## src/rtl/axis_byte_packetizer.sv

```systemverilog
// Frames an 8-bit AXI stream into sync(2) + sequence(1) + payload(PAYLOAD_LEN) packets.
// Define AXIS_PKT_CHECKSUM_EN to append an XOR checksum byte after the payload.
module axis_byte_packetizer #(
  parameter int          PAYLOAD_LEN = 240,
  parameter logic [15:0] SYNC_WORD   = 16'hA55A
) (
  input  logic       clk,
  input  logic       rst,
  input  logic [7:0] s_axis_tdata,
  input  logic       s_axis_tvalid,
  output logic       s_axis_tready,
  input  logic       s_axis_tlast,
  output logic [7:0] m_axis_tdata,
  output logic       m_axis_tvalid,
  input  logic       m_axis_tready,
  output logic       m_axis_tlast,
  output logic [7:0] pkt_seq,
  output logic       misalign
);

  localparam int               CNT_W    = $clog2(PAYLOAD_LEN + 1);
  localparam logic [CNT_W-1:0] LAST_IDX = CNT_W'(PAYLOAD_LEN - 1);

  typedef enum logic [2:0] {
    IDLE,
    SYNC0,
    SYNC1,
    SEQ,
`ifdef AXIS_PKT_CHECKSUM_EN
    PAYLOAD,
    CHK
`else
    PAYLOAD
`endif
  } state_t;

  state_t           r_state;
  state_t           w_next;
  logic [CNT_W-1:0] r_cnt;
  logic [1:0]       r_phase;   // position within the current 3-byte IQ sample
  logic [7:0]       r_seq;
  logic             r_misalign;
  logic             w_pay_acc;
  logic             w_pay_last;
  logic             w_seq_acc;
  logic             w_pkt_done;

  assign w_pay_acc  = (r_state == PAYLOAD) && s_axis_tvalid && m_axis_tready;
  assign w_pay_last = (r_cnt == LAST_IDX);
  assign w_seq_acc  = (r_state == SEQ) && m_axis_tready;
  assign pkt_seq    = r_seq;
  assign misalign   = r_misalign;

`ifdef AXIS_PKT_CHECKSUM_EN
  logic [7:0] r_chk;

  assign w_pkt_done = (r_state == CHK) && m_axis_tready;

  always_ff @(posedge clk) begin
    if (!rst) begin
      r_chk <= 8'h00;
    end else if (w_seq_acc) begin
      r_chk <= r_seq;
    end else if (w_pay_acc) begin
      r_chk <= r_chk ^ s_axis_tdata;
    end
  end
`else
  assign w_pkt_done = w_pay_acc && w_pay_last;
`endif

  // NOTE: every output gets a default before the case so no path leaves one unassigned (no latches).
  always_comb begin
    w_next        = r_state;
    m_axis_tdata  = 8'h00;
    m_axis_tvalid = 1'b0;
    m_axis_tlast  = 1'b0;
    s_axis_tready = 1'b0;
    case (r_state)
      IDLE: begin
        if (s_axis_tvalid) w_next = SYNC0;
      end
      SYNC0: begin
        m_axis_tdata  = SYNC_WORD[15:8];
        m_axis_tvalid = 1'b1;
        if (m_axis_tready) w_next = SYNC1;
      end
      SYNC1: begin
        m_axis_tdata  = SYNC_WORD[7:0];
        m_axis_tvalid = 1'b1;
        if (m_axis_tready) w_next = SEQ;
      end
      SEQ: begin
        m_axis_tdata  = r_seq;
        m_axis_tvalid = 1'b1;
        if (m_axis_tready) w_next = PAYLOAD;
      end
      PAYLOAD: begin
        s_axis_tready = m_axis_tready;
        m_axis_tvalid = s_axis_tvalid;
        m_axis_tdata  = s_axis_tdata;
`ifdef AXIS_PKT_CHECKSUM_EN
        if (w_pay_acc && w_pay_last) w_next = CHK;
`else
        m_axis_tlast  = s_axis_tvalid && w_pay_last;
        if (w_pay_acc && w_pay_last) w_next = IDLE;
`endif
      end
`ifdef AXIS_PKT_CHECKSUM_EN
      CHK: begin
        m_axis_tdata  = r_chk;
        m_axis_tvalid = 1'b1;
        m_axis_tlast  = 1'b1;
        if (m_axis_tready) w_next = IDLE;
      end
`endif
      default: w_next = IDLE;
    endcase
  end

  // NOTE: state is updated with non-blocking assignments so every register samples pre-edge values.
  always_ff @(posedge clk) begin
    if (!rst) begin
      r_state    <= IDLE;
      r_cnt      <= '0;
      r_phase    <= 2'd0;
      r_seq      <= 8'h00;
      r_misalign <= 1'b0;
    end else begin
      r_state    <= w_next;
      r_misalign <= 1'b0;
      if (w_seq_acc) begin
        r_cnt   <= '0;
        r_phase <= 2'd0;
      end else if (w_pay_acc) begin
        r_cnt      <= r_cnt + 1'b1;
        r_phase    <= (r_phase == 2'd2) ? 2'd0 : r_phase + 2'd1;
        r_misalign <= s_axis_tlast != (r_phase == 2'd2);
      end
      if (w_pkt_done) r_seq <= r_seq + 8'd1;
    end
  end

endmodule

```

## config.mk

```make
export PLATFORM = sky130hd
export DESIGN_NAME = axis_byte_packetizer
export DESIGN_NICKNAME = d
export VERILOG_FILES = /design/src/rtl/axis_byte_packetizer.sv
export SDC_FILE = /design/constraint.sdc
export NUM_CORES = 1
export LEC_CHECK = 0
export BUFFER_PORTS_ARGS = -buffer_cell sky130_fd_sc_hd__buf_2
export CORE_ASPECT_RATIO = 1.2
export CORE_MARGIN = 3
export CORE_UTILIZATION = 51
export DETAILED_ROUTE_END_ITERATION = 10
export PLACE_DENSITY = 0.78
export SETUP_SLACK_MARGIN = 0.1
export SYNTH_ARGS = -nofsm -noshare
export SYNTH_HDL_FRONTEND = slang
export SYNTH_SLANG_ARGS = --single-unit
```

## constraint.sdc

```tcl
create_clock -name clk -period 1.85 [get_ports clk]
set_input_delay 0.37 -clock clk [delete_from_list [all_inputs] [get_ports clk]]
set_output_delay 0.37 -clock clk [all_outputs]
set_load 0.02 [all_outputs]
```

==> results by stage, run 1 <==
Run status:
- The run finished with clean final reports.

Placement:
- During placement, the flow inserted port buffers numbering 32.
- Routability-driven placement finished with a final weighted congestion of around 0.79.
- The final HPWL from detailed placement is around 2 mm.
- Once placement completed, the tool counted placed cells totaling 199.
- Summing all placed instances gives a cell area of approximately 0.0014 mm^2.

Global route:
- Entering global routing, the biggest net connects 17 pins.
- For this run, the total global-route usage over all layers was measured as 0.217.
- The number of antenna violations at the first check in global routing was 0.
- The aggregate global routing overflow is 0.
- The via count of the first global-routing pass is approximately 1100.
- The wire length of the first global-routing pass is about 5 mm.

Worst setup path:
- The worst setup path is captured at an output pin.
- The type of element launching the critical path is a flip-flop.
- The maximum fanout along the worst path is 5.
- The number of cells on the worst reg-to-reg path is 5.
- The start point of the critical path is r_state[1]$_SDFFE_PN0P_.
- The minimum setup slack among reg-to-reg paths is 140 ps.
- The largest single stage delay on the critical path is between 300 and 400 ps.
- The signal on the critical path passes through and4bb_4 > and3_4 > buf_6.
- The critical path start-end classification is reg2out.
- The slowest stage of the critical path belongs to the cell sky130_fd_sc_hd__dfxtp_4.
- The signal arrival time at the worst endpoint is approximately 1400 ps.
- The critical path required time is about 1500 ps.
- The worst reg2reg path startpoint is r_state[1]$_SDFFE_PN0P_.

Detailed routing:
- The detail route stage leaves a number of antenna-violating nets equal to 0.
- The vias after detailed routing is approximately 1200.
- After detailed routing, the number of remaining DRC violations is 0.
- The iteration-0 DRC count of the detailed router is 39.
- The first-pass iteration count of the detailed router is 4.
- The vias per cell is 5.62.
- For this block, the routed nets add up to between 3 and 4 mm of wire.
- In the final routed layout, each cell accounts on average for around 14 um.

Timing:
- Setup total negative slack on the finished layout was measured at 0 ps.
- The final-report hold violation count is 0.
- Measured against its own limit, the worst slew margin works out to 0.744.
- The maximum operating frequency is between 0.5 and 0.6 GHz.
- The clock period minus final worst setup slack is 1730 ps.
- The actual transition at the worst max-transition pin is 382 ps.
- The worst-case clock skew is around 10 ps.
- Setup violations remaining at the end of the flow were counted as 0.
- In the finished design, the share of the clock period the worst path needs comes to 0.934.
- Hold timing on the final database bottoms out at a slack of 300 ps.
- Setup repair after global routing could not meet its margin everywhere.
- The number of max-slew violations in the final report is 0.

Worst hold path:
- The hold-critical path depth is 3.
- The worst hold-check path type is in2reg.
- The worst hold path begins at s_axis_tvalid.

Power:
- The areal power density over the cells is ~590 mW/mm^2.
- The maximum ir drop on the vdd rail is 0.000482 V.
- Summed over all cells, the static leakage comes to just under 0.7 nW.

Clocking:
- The total CTS buffers is 3.
- The number of H-tree branching levels is 1.
- TritonCTS built the clock tree.
- The root buffer cell chosen for the clock tree is sky130_fd_sc_hd__clkbuf_4.
- The buffer levels on the longest clock path is 2.
- For the worst-skew pair, the clock arrives at the later sink with an insertion delay of roughly 310 ps.
- The count of clock tree sinks is 22.
- The clock-pin slew reported for the worst setup and hold paths after clock tree synthesis is roughly 130 ps.

Finish:
- For this run, the post-layout net count is 198.
- The ratio of cells with drive above 1 in the final layout is 0.363.
- Leaving out fill and tap cells, the most frequent cells in the layout are 23 x sky130_fd_sc_hd__buf_2, 17 x sky130_fd_sc_hd__dfxtp_1, 13 x sky130_fd_sc_hd__nand2_1.
- The fill cell instance count of the final layout is roughly 160.
- Leaving out fill and tap cells, the most frequent cell in the layout is sky130_fd_sc_hd__buf_2.
- The antenna diode count is 0.
- The finished layout holds approximately 210 standard cells, fillers aside.
- Relative to the synthesized area, the layout overhead comes to 36.4%.
- The area taken by flip-flops and latches is between 400 and 500 um^2.
- The multi-input combinational cells in the finished layout cover a total of around 760 um^2.
- After routing the design area is roughly 0.0016 mm^2.

Floorplanning:
- Measured along the y axis, the die boundary spans 58.6 um.
- The die outline area is between 0.002 and 0.003 mm^2.
- For this design the top-level I/O count stands at 33.
- After floorplanning, the core was divided into 18 placement rows.
- The region available for standard cell placement spans ~0.0021 mm^2.
- The initial utilization of the core area, before any placement, comes to 0.555.
- The overall die width is between 40 and 50 um.

Logic synthesis:
- The cell count after synthesis is 140.
- For this run, the number of Yosys warnings is 0.
- By area the synthesized netlist is led by sky130_fd_sc_hd__dfxtp_1 37%, sky130_fd_sc_hd__a22o_1 6.0%, sky130_fd_sc_hd__xor2_1 6.0%, sky130_fd_sc_hd__nand2b_1 5.3%, sky130_fd_sc_hd__a21oi_1 4.7%.
- The total nets after synthesis is between 150 and 200.
- Yosys mapped a number of flops with a built-in enable equal to 0.
- The library cell with the largest summed area after synthesis is sky130_fd_sc_hd__dfxtp_1.
- The share of synthesized registers carrying an async set or reset is 0.
- The distinct cell type count of the synthesized netlist is 33.
- The cell area after technology mapping is roughly 0.0012 mm^2.
- The area share of the largest cell type after synthesis is 0.375.
- The synthesized area divided by synthesized cell count is 8.39 um^2.
- The number of flip-flops and latches in the synthesized netlist is 22.
- The share of the Yosys chip area taken by registers is 0.375.
- The most used flip-flop cell after synthesis is sky130_fd_sc_hd__dfxtp_1.

Job:
- The tool flagged a number of max-cap violations equal to 0.
## state kept, by name, indices dropped and copies added, names as in the netlist
signal    count
misalign      1
pkt_seq       8
r_cnt         8
r_phase       2
r_state       3
## power breakdown
part,internal [mW],switching [mW]
Clock,0.120,0.150
Combinational,0.0928,0.0932
Sequential,0.478,0.00632
Total,0.691,0.250
## path summary, 6_finish.rpt
path	end
worst min-delay path	r_state[0]$_SDFFE_PN0P_
worst min register to register	r_cnt[7]$_SDFFE_PP0P_
worst max-delay path	m_axis_tlast
worst max register to register	pkt_seq[6]$_SDFFE_PN0P_
## timing repair
action | 4_1_cts | 5_1_grt
endpoints found under the setup margin | 12 | 16
hold buffers | 0 | 0
resized for setup | 20 | 23
pin swaps | 2 | 10
cloned | 1 | 0
buffers inserted | 6 | 2
## logic make-up (layout without fill, tap and decap cells)
logic type	count (synthesis)	after routing	share of synthesized area
and+or+nand+nor	69	70	0.335
AOI/OAI and AO/OA	28	28	0.157
DFF	22	22	0.375
xor gates and xnor gates	9	9	0.0671
buffers and inverters	9	50	0.0362
adders and majority gates	2	2	0.0213
muxes	1	1	0.00852
## cell usage after synthesis, drive strengths merged (2+ instances only)
master	instances
nor2	11
ha	2
nand2b	10
or3	3
nor2b	3
o21ai	3
dfxtp	22
nand3	7
or4	4
o31ai	4
nand4	4
xor2	8
buf	2
nand2	13
and2	3
clkbuf	5
a22o	8
and3	5
a21oi	11
## worst max-delay path: cells and delay by family (launching register included)
| kind | cells | cell delay (ps) |
|---|---|---|
| AND/OR/NAND/NOR | 2 | 550 |
| flip-flops | 1 | 390 |
| buffers and inverters | 1 | 110 |
## layout make-up
type | count | area share
Tap cell | 30 | 0.0234
Inverter | 2 | 0.00468
Clock buffer | 4 | 0.0226
Timing Repair Buffer | 44 | 0.196
Multi-Input combinational cell | 110 | 0.472
Sequential cell | 22 | 0.282
## metal layers
layer,vias to the layer above,part of all wire,GRT usage
li1,590,-,-
met1,566,0.43,0.272
met2,33,0.52,0.378
met3,2,0.035,0.0354
met4,0,0.0056,0.0711
met5,-,0,0
## stage by stage
stage / power, mW / setup WS (ps) / util
finish: 0.940 / 122 / 0.757
global route: 0.977 / 53.7 / 0.757
CTS: 0.913 / 108 / 0.709
detailed placement: 0.634 / 99.3 / 0.646
global placement: 0.630 / 185 / 0.646
floorplan: 0.584 / 185 / -
Power figures use the tool's default switching activity.
==> inputs of run 2 (changes only) <==
--- a/config.mk
+++ b/config.mk
@@ -8,9 +8,9 @@
 export BUFFER_PORTS_ARGS = -buffer_cell sky130_fd_sc_hd__buf_2
 export CORE_ASPECT_RATIO = 1.2
 export CORE_MARGIN = 3
-export CORE_UTILIZATION = 51
+export CORE_UTILIZATION = 54
 export DETAILED_ROUTE_END_ITERATION = 10
-export PLACE_DENSITY = 0.78
+export PLACE_DENSITY = 0.82
 export SETUP_SLACK_MARGIN = 0.1
 export SYNTH_ARGS = -nofsm -noshare
 export SYNTH_HDL_FRONTEND = slang
==> constraint.sdc (replaced) <==
create_clock -name clk -period 2.1 [get_ports clk]
set_input_delay 0.105 -clock clk [delete_from_list [all_inputs] [get_ports clk]]
set_output_delay 0.105 -clock clk [all_outputs]
set_load 0.02 [all_outputs]
==> run 2 against run 1 <==
Effect of this change: die area down 4.9%; global-route usage fell by 2.6 points; total power fell by 8.3%; final cell count down 6.6%; wire length decreased by 19%; register-to-register slack better by 130 ps; critical path type is now reg2reg; critical endpoint is now pkt_seq[3]$_SDFFE_PN0P_; highest routed layer unchanged.
==> results by stage, run 2 (same netlist as run 1, synthesis figures left out) <==
Run status:
- The flow ran to the end, and the final reports show no timing, DRC or antenna violations.

Power:
- The areal power density over the cells came to 618 mW/mm^2 (+5.4%).
- The maximum ir drop on the vdd rail is 0.000512 V (+6.3%).
- The static power due to leakage is 0.614 nW (-10%).
- The post-route total power is 863 uW (-8.3%).

Clocking:
- The clock-pin slew reported for the worst setup and hold paths after clock tree synthesis is 130 ps (about the same).
- The number of H-tree branching levels was 1 (unchanged).
- The insertion delay of the later-clocked pin in the worst-skew pair is 320 ps (about the same).
- In this run the clock root is driven by a sky130_fd_sc_hd__clkbuf_4.
- The number of hold buffers added after cts is 0 (unchanged).
- The post-cts resize count came to 0 (-100%).
- The clock tree from TritonCTS is built.
- The total CTS buffers is 3 (unchanged).
- The number of setup buffers added after CTS is 0 (-6).
- The count of clock tree sinks is 22 (unchanged).
- The buffer levels on the longest clock path is 2 (unchanged).

Finish:
- The ratio of cells with drive above 1 in the final layout is 0.229 (-0.133).
- The antenna diode count came to 0 (unchanged).
- Leaving out fill and tap cells, the most frequent cells in the layout are 32 x sky130_fd_sc_hd__buf_2, 22 x sky130_fd_sc_hd__dfxtp_1, 13 x sky130_fd_sc_hd__nand2_1.
- The most frequent standard cell in the layout excluding fill and tap cells is sky130_fd_sc_hd__buf_2.
- The net count reported at finish came to 186 (-6.1%).
- Compared with the post-synthesis result, the final layout area differs by 18.7%.

Global route:
- The number of antenna violations at the first check in global routing was 0 (unchanged).
- The pin count of the biggest net entering global routing is 17 (unchanged).
- The aggregate global routing overflow was 0 (unchanged).
- The wire length of the first global-routing pass came to 4.27 mm (-14%).
- The overall routing resource usage is 0.191 (-0.0256).
- The via count of the first global-routing pass is 1027 (-9.8%).

Timing:
- The worst-case setup margin in the final layout was 266 ps (+144 ps).
- The post-route clock period utilization is 0.873.
- The worst-case clock skew is 11.6 ps (+1.46 ps).
- The worst slew margin relative to its limit is 0.771 (+0.0265).
- The total negative slack for setup checks is 0 ps (unchanged).
- The clock period minus final worst setup slack is around 1800 ps.
- The final-report hold violation count is 0 (unchanged).
- The maximum operating frequency is 0.545 GHz.
- The setup-violating endpoint count in the final report is 0 (unchanged).
- The actual transition at the worst max-transition pin is 343 ps (-39.7 ps).
- The number of max-slew violations in the final report came to 0 (unchanged).
- Setup repair after global routing left no endpoint under its margin.

Worst hold path:
- The worst hold-check path type is in2reg.
- The hold-critical path depth is 3 (unchanged).
- In this run the most critical hold path is launched from s_axis_tlast.
- The worst hold path terminates at misalign$_SDFF_PP0_.

Floorplanning:
- The starting density of the core is 0.600 (+0.0454).
- The die height came to 57.1 um (-2.5%).
- The number of top-level design ports is 33 (unchanged).
- The number of core rows came to 17 (-1).
- The overall die width is 48.6 um (-2.5%).
- The die outline area is 0.00277 mm^2 (-4.9%).
- The floorplan core area is 0.00196 mm^2 (-7.6%).

Worst setup path:
- The minimum setup slack among reg-to-reg paths is 270 ps (+130 ps).
- The destination of the worst register-to-register timing path is pkt_seq[3]$_SDFFE_PN0P_.
- The worst reg2reg path startpoint is r_state[0]$_SDFFE_PN0P_.
- The critical path start-end classification is reg2reg.
- The critical path required time is 2340 ps (+860 ps).
- The path depth of the worst reg2reg path is 5 (unchanged).
- The worst setup path is captured at a flip-flop.
- The maximum fanout along the worst path came to 13 (+8).
- The signal arrival time at the worst endpoint came to 2070 ps (+710 ps).
- The start point of the critical path is r_state[0]$_SDFFE_PN0P_.
- The type of element launching the critical path is a flip-flop.

Detailed routing:
- The mean routed wirelength per cell is 12.5 um (-13%).
- The vias after detailed routing is 1110 (-6.8%).
- The vias per cell is 5.61 (-0.21%).
- The residual antenna-violating net count after detailed routing is 0 (unchanged).
- The count of unresolved DRC violations after routing is 0 (unchanged).
- The first-pass iteration count of the detailed router is 4 (unchanged).
- The iteration-0 DRC count of the detailed router is 17 (-56%).
- The wire length after detailed routing came to 2.48 mm (-19%).

Placement:
- The final HPWL from detailed placement is 1.88 mm (-4.5%).
- The worst slack at placement is 317 ps (+218 ps).
- The number of port buffers is 32 (unchanged).
- The placer's final routability congestion estimate is 0.866 (+9.1%).

Job:
- The reported max-cap violation count came to 0 (unchanged).
==> run 2: cell types whose count changed in the layout (fill, tap and decap cells not counted), sizes merged <==
cell / change
buf: -11
and2: -1
bufinv: +1
clkbuf: -1
==> run 2: worst max-delay path by stage <==
stage / slack (ps) / depth (start not counted) / endpoint
floorplan: 560 / 6 / pkt_seq[3]$_SDFFE_PN0P_
global placement: 390 / 5 / pkt_seq[3]$_SDFFE_PN0P_
detailed placement: 320 / 5 / pkt_seq[3]$_SDFFE_PN0P_
CTS: 290 / 5 / pkt_seq[3]$_SDFFE_PN0P_
global route: 150 / 5 / pkt_seq[4]$_SDFFE_PN0P_
finish: 270 / 5 / pkt_seq[3]$_SDFFE_PN0P_
==> run 2: area by class of cell <==
cell class | count | area [um^2]
Inverter | 2 | 7.51
Sequential cell | 22 | 440
Clock buffer | 3 | 22.5
Clock inverter | 1 | 30.0
Timing Repair Buffer | 33 | 168
Tap cell | 28 | 35.0
Fill cell | 167 | 562
Multi-Input combinational cell | 109 | 692
==> run 2: stage by stage <==
step | utilization | area (um^2) | instances | hold WS, ps
after CTS | 0.713 | 1400 | 198 | 32.3
after global placement | 0.686 | 1340 | 194 | 381
final | 0.713 | 1400 | 198 | 45.1
after detailed placement | 0.686 | 1340 | 194 | 385
after global routing | 0.713 | 1400 | 198 | 46.7
after floorplan | - | 1170 | 140 | 248
==> run 2: worst max-delay path, cell delays in order (launching register included) <==
cell	delay, ps
sky130_fd_sc_hd__dfxtp_1	420
sky130_fd_sc_hd__and4bb_4	470
sky130_fd_sc_hd__nand4_2	160
sky130_fd_sc_hd__buf_4	210
sky130_fd_sc_hd__or3_1	340
sky130_fd_sc_hd__a21oi_1	160
==> run 2: power breakdown <==
group / internal [mW] / switching (mW) / total, mW
logic: 0.0440 / 0.0630 / 0.107
registers: 0.421 / 0.00896 / 0.430
clock network: 0.193 / 0.132 / 0.325
==> run 2: layer usage <==
layer,vias to the layer above,wire length (um),GRT usage
met4,0,38,0.0854
met5,-,0,0
met3,5,163,0.0574
met1,499,1160,0.235
li1,566,-,-
met2,40,1120,0.309
==> inputs of run 3 (changes only) <==
--- a/config.mk
+++ b/config.mk
@@ -8,9 +8,9 @@
 export BUFFER_PORTS_ARGS = -buffer_cell sky130_fd_sc_hd__buf_2
 export CORE_ASPECT_RATIO = 1.2
 export CORE_MARGIN = 3
-export CORE_UTILIZATION = 54
+export CORE_UTILIZATION = 51
 export DETAILED_ROUTE_END_ITERATION = 10
-export PLACE_DENSITY = 0.82
+export PLACE_DENSITY = 0.78
 export SETUP_SLACK_MARGIN = 0.1
 export SYNTH_ARGS = -nofsm -noshare
 export SYNTH_HDL_FRONTEND = slang
==> constraint.sdc (replaced) <==
create_clock -name clk -period 2.05 [get_ports clk]
set_input_delay 0.1025 -clock clk [delete_from_list [all_inputs] [get_ports clk]]
set_output_delay 0.1025 -clock clk [all_outputs]
set_load 0.02 [all_outputs]
==> run 3 against run 2 <==
Effect of this change: sequential power is 2% higher; first-iteration DRC count is 76% higher; critical path depth stayed put; final cell count is 1.0% higher; core utilization is 6.3 points lower; clock skew is 9.1 ps lower; largest power group unchanged.
==> results by stage, run 3 (same netlist as run 1, synthesis figures left out) <==
Run status:
- The flow ran to the end, and the final reports show no timing, DRC or antenna violations.

Finish:
- The antenna diode count is 0 (unchanged).
- The net count reported at finish came to 187 (+0.54%).
- The ratio of cells with drive above 1 in the final layout is 0.229 (unchanged).
- Compared with the post-synthesis result, the final layout area differs by 17.0%.
- The core utilization of the finished layout came to 0.650 (-0.0634).
- The most frequent standard cell in the layout excluding fill and tap cells is sky130_fd_sc_hd__buf_2.
- In the layout the commonest cells are 32 x sky130_fd_sc_hd__buf_2, 22 x sky130_fd_sc_hd__dfxtp_1, 13 x sky130_fd_sc_hd__nand2_1.

Timing:
- The total negative slack for setup checks was 0 ps (unchanged).
- The setup-violating endpoint count in the final report is 0 (unchanged).
- The number of max-slew violations in the final report is 0 (unchanged).
- Setup repair after global routing left no endpoint under its margin.
- The maximum operating frequency is 0.574 GHz (+5.3%).
- The worst slew margin relative to its limit came to 0.761 (-0.00988).
- The clock period minus final worst setup slack is 1740 ps (-92.8 ps).
- The final-report hold violation count came to 0 (unchanged).
- The worst-case setup margin in the final layout came to 308 ps (+42.8 ps).
- The actual transition at the worst max-transition pin is 357 ps (+14.8 ps).
- The worst-case clock skew is 2.42 ps (-9.14 ps).
- The post-route clock period utilization is 0.850 (-0.0240).

Floorplanning:
- The die outline area is 0.00292 mm^2 (+5.2%).
- The die height is 58.6 um (+2.6%).
- The overall die width was 49.8 um (+2.5%).
- The number of top-level design ports is 33 (unchanged).
- The starting density of the core is 0.555 (-0.0454).
- The floorplan core area is 0.00212 mm^2 (+8.2%).
- The number of core rows is 18 (+1).

Worst setup path:
- The critical path required time came to 2270 ps (-70 ps).
- The largest incremental delay on the critical path is 430 ps (-40 ps).
- For this design, the slowest cell found on the critical path is sky130_fd_sc_hd__and4bb_4.
- The type of element launching the critical path is a flip-flop.
- The critical path is of the reg2reg type.
- STA classifies the critical path endpoint as a flip-flop.
- The worst reg2reg path startpoint is r_state[1]$_SDFFE_PN0P_.
- The most critical setup path has its startpoint at r_state[1]$_SDFFE_PN0P_.
- The signal arrival time at the worst endpoint is 1960 ps (-110 ps).
- The signal on the critical path passes through and4bb_4 > nand4_2 > buf_4 > or3_1 > a21oi_1.
- The maximum fanout along the worst path is 13 (unchanged).

Power:
- The maximum ir drop on the vdd rail is 0.000372 V (-27%).
- The areal power density over the cells is 534 mW/mm^2 (-14%).
- The post-route total power is 734 uW (-15%).
- The static power due to leakage is 0.605 nW (-1.5%).

Detailed routing:
- The residual antenna-violating net count after detailed routing is 0 (unchanged).
- The count of unresolved DRC violations after routing is 0 (unchanged).
- The vias per cell came to 5.50 (-2.0%).
- The vias after detailed routing came to 1099 (-0.99%).
- The first-pass iteration count of the detailed router is 4 (unchanged).
- The wire length after detailed routing is 2.41 mm (-3.0%).
- The mean routed wirelength per cell was 12.0 um (-4.0%).
- The iteration-0 DRC count of the detailed router came to 30 (+13).

Clocking:
- The number of H-tree branching levels is 1 (unchanged).
- The number of hold buffers added after cts came to 0 (unchanged).
- The number of setup buffers added after CTS was 0 (unchanged).
- The buffer levels on the longest clock path came to 2 (unchanged).
- The insertion delay of the later-clocked pin in the worst-skew pair is 280 ps (-40 ps).
- The count of clock tree sinks is 22 (unchanged).
- The master cell of the clock root buffer is sky130_fd_sc_hd__clkbuf_4.
- The post-cts resize count came to 0 (unchanged).
- The clock tree from TritonCTS is built.
- The total CTS buffers is 3 (unchanged).
- The clock-pin slew reported for the worst setup and hold paths after clock tree synthesis is 110 ps (-20 ps).

Placement:
- The number of port buffers came to 32 (unchanged).
- The placer's final routability congestion estimate is 0.733 (-15%).
- The final HPWL from detailed placement was 1.93 mm (+2.9%).
- The worst slack at placement is 319 ps (+2.12 ps).

Job:
- The reported max-cap violation count was 0 (unchanged).

Global route:
- The aggregate global routing overflow is 0 (unchanged).
- The wire length of the first global-routing pass is 4.14 mm (-3.1%).
- The via count of the first global-routing pass is 983 (-4.3%).
- The pin count of the biggest net entering global routing is 17 (unchanged).
- The number of antenna violations at the first check in global routing is 0 (unchanged).
- The overall routing resource usage is 0.176 (-0.0152).

Worst hold path:
- The tightest min-delay check is of the in2reg type.
- The worst hold path begins at s_axis_tlast.
## run 3: changes by cell type in the layout (fill, tap and decap cells not counted), sizes merged
cell	change
bufinv	-1
buf	+1
## run 3: metal layers
layer	vias to the layer above	track usage	routed length [um]
li1	567	-	-
met2	29	0.301	1180
met4	0	0.0356	12
met3	2	0.0354	121
met5	-	0	0
met1	501	0.231	1100
## run 3: critical path: cells and delay by family, from the launching register on
family	cells	cell delay, ps
AO/OA/AOI/OAI	1	140
buffers and inverters	1	210
flip-flops	1	400
AND/OR/NAND/NOR	3	920
## run 3: final timing paths
check | slack, ps | to | cells after the start
setup / recovery | 310 | pkt_seq[4]$_SDFFE_PN0P_ | 5
hold reg to reg | 490 | r_cnt[1]$_SDFFE_PP0P_ | 2
setup reg to reg | 310 | pkt_seq[4]$_SDFFE_PN0P_ | 5
hold / removal | 70 | misalign$_SDFF_PP0_ | 3
## run 3: cell type report
cell class	instances	area (um^2)
tap	30	37.5
fill	215	742
inverter	2	7.51
sequential	22	440
clock buffer	3	22.5
timing repair buffer	34	175
multi-input combinational	109	692
## run 3: per-stage QoR
step	hold slack, ps	instance area, um^2	std cells
2_1_floorplan	246	1170	140
4_1_cts	63.6	1380	200
6_report	71.4	1380	200
3_3_place_gp	371	1350	197
5_1_grt	73.8	1380	200
3_5_place_dp	381	1350	197
## run 3: power breakdown
group | switching (mW) | internal [mW]
clock network | 0.112 | 0.0681
registers | 0.00534 | 0.431
logic | 0.0695 | 0.0477
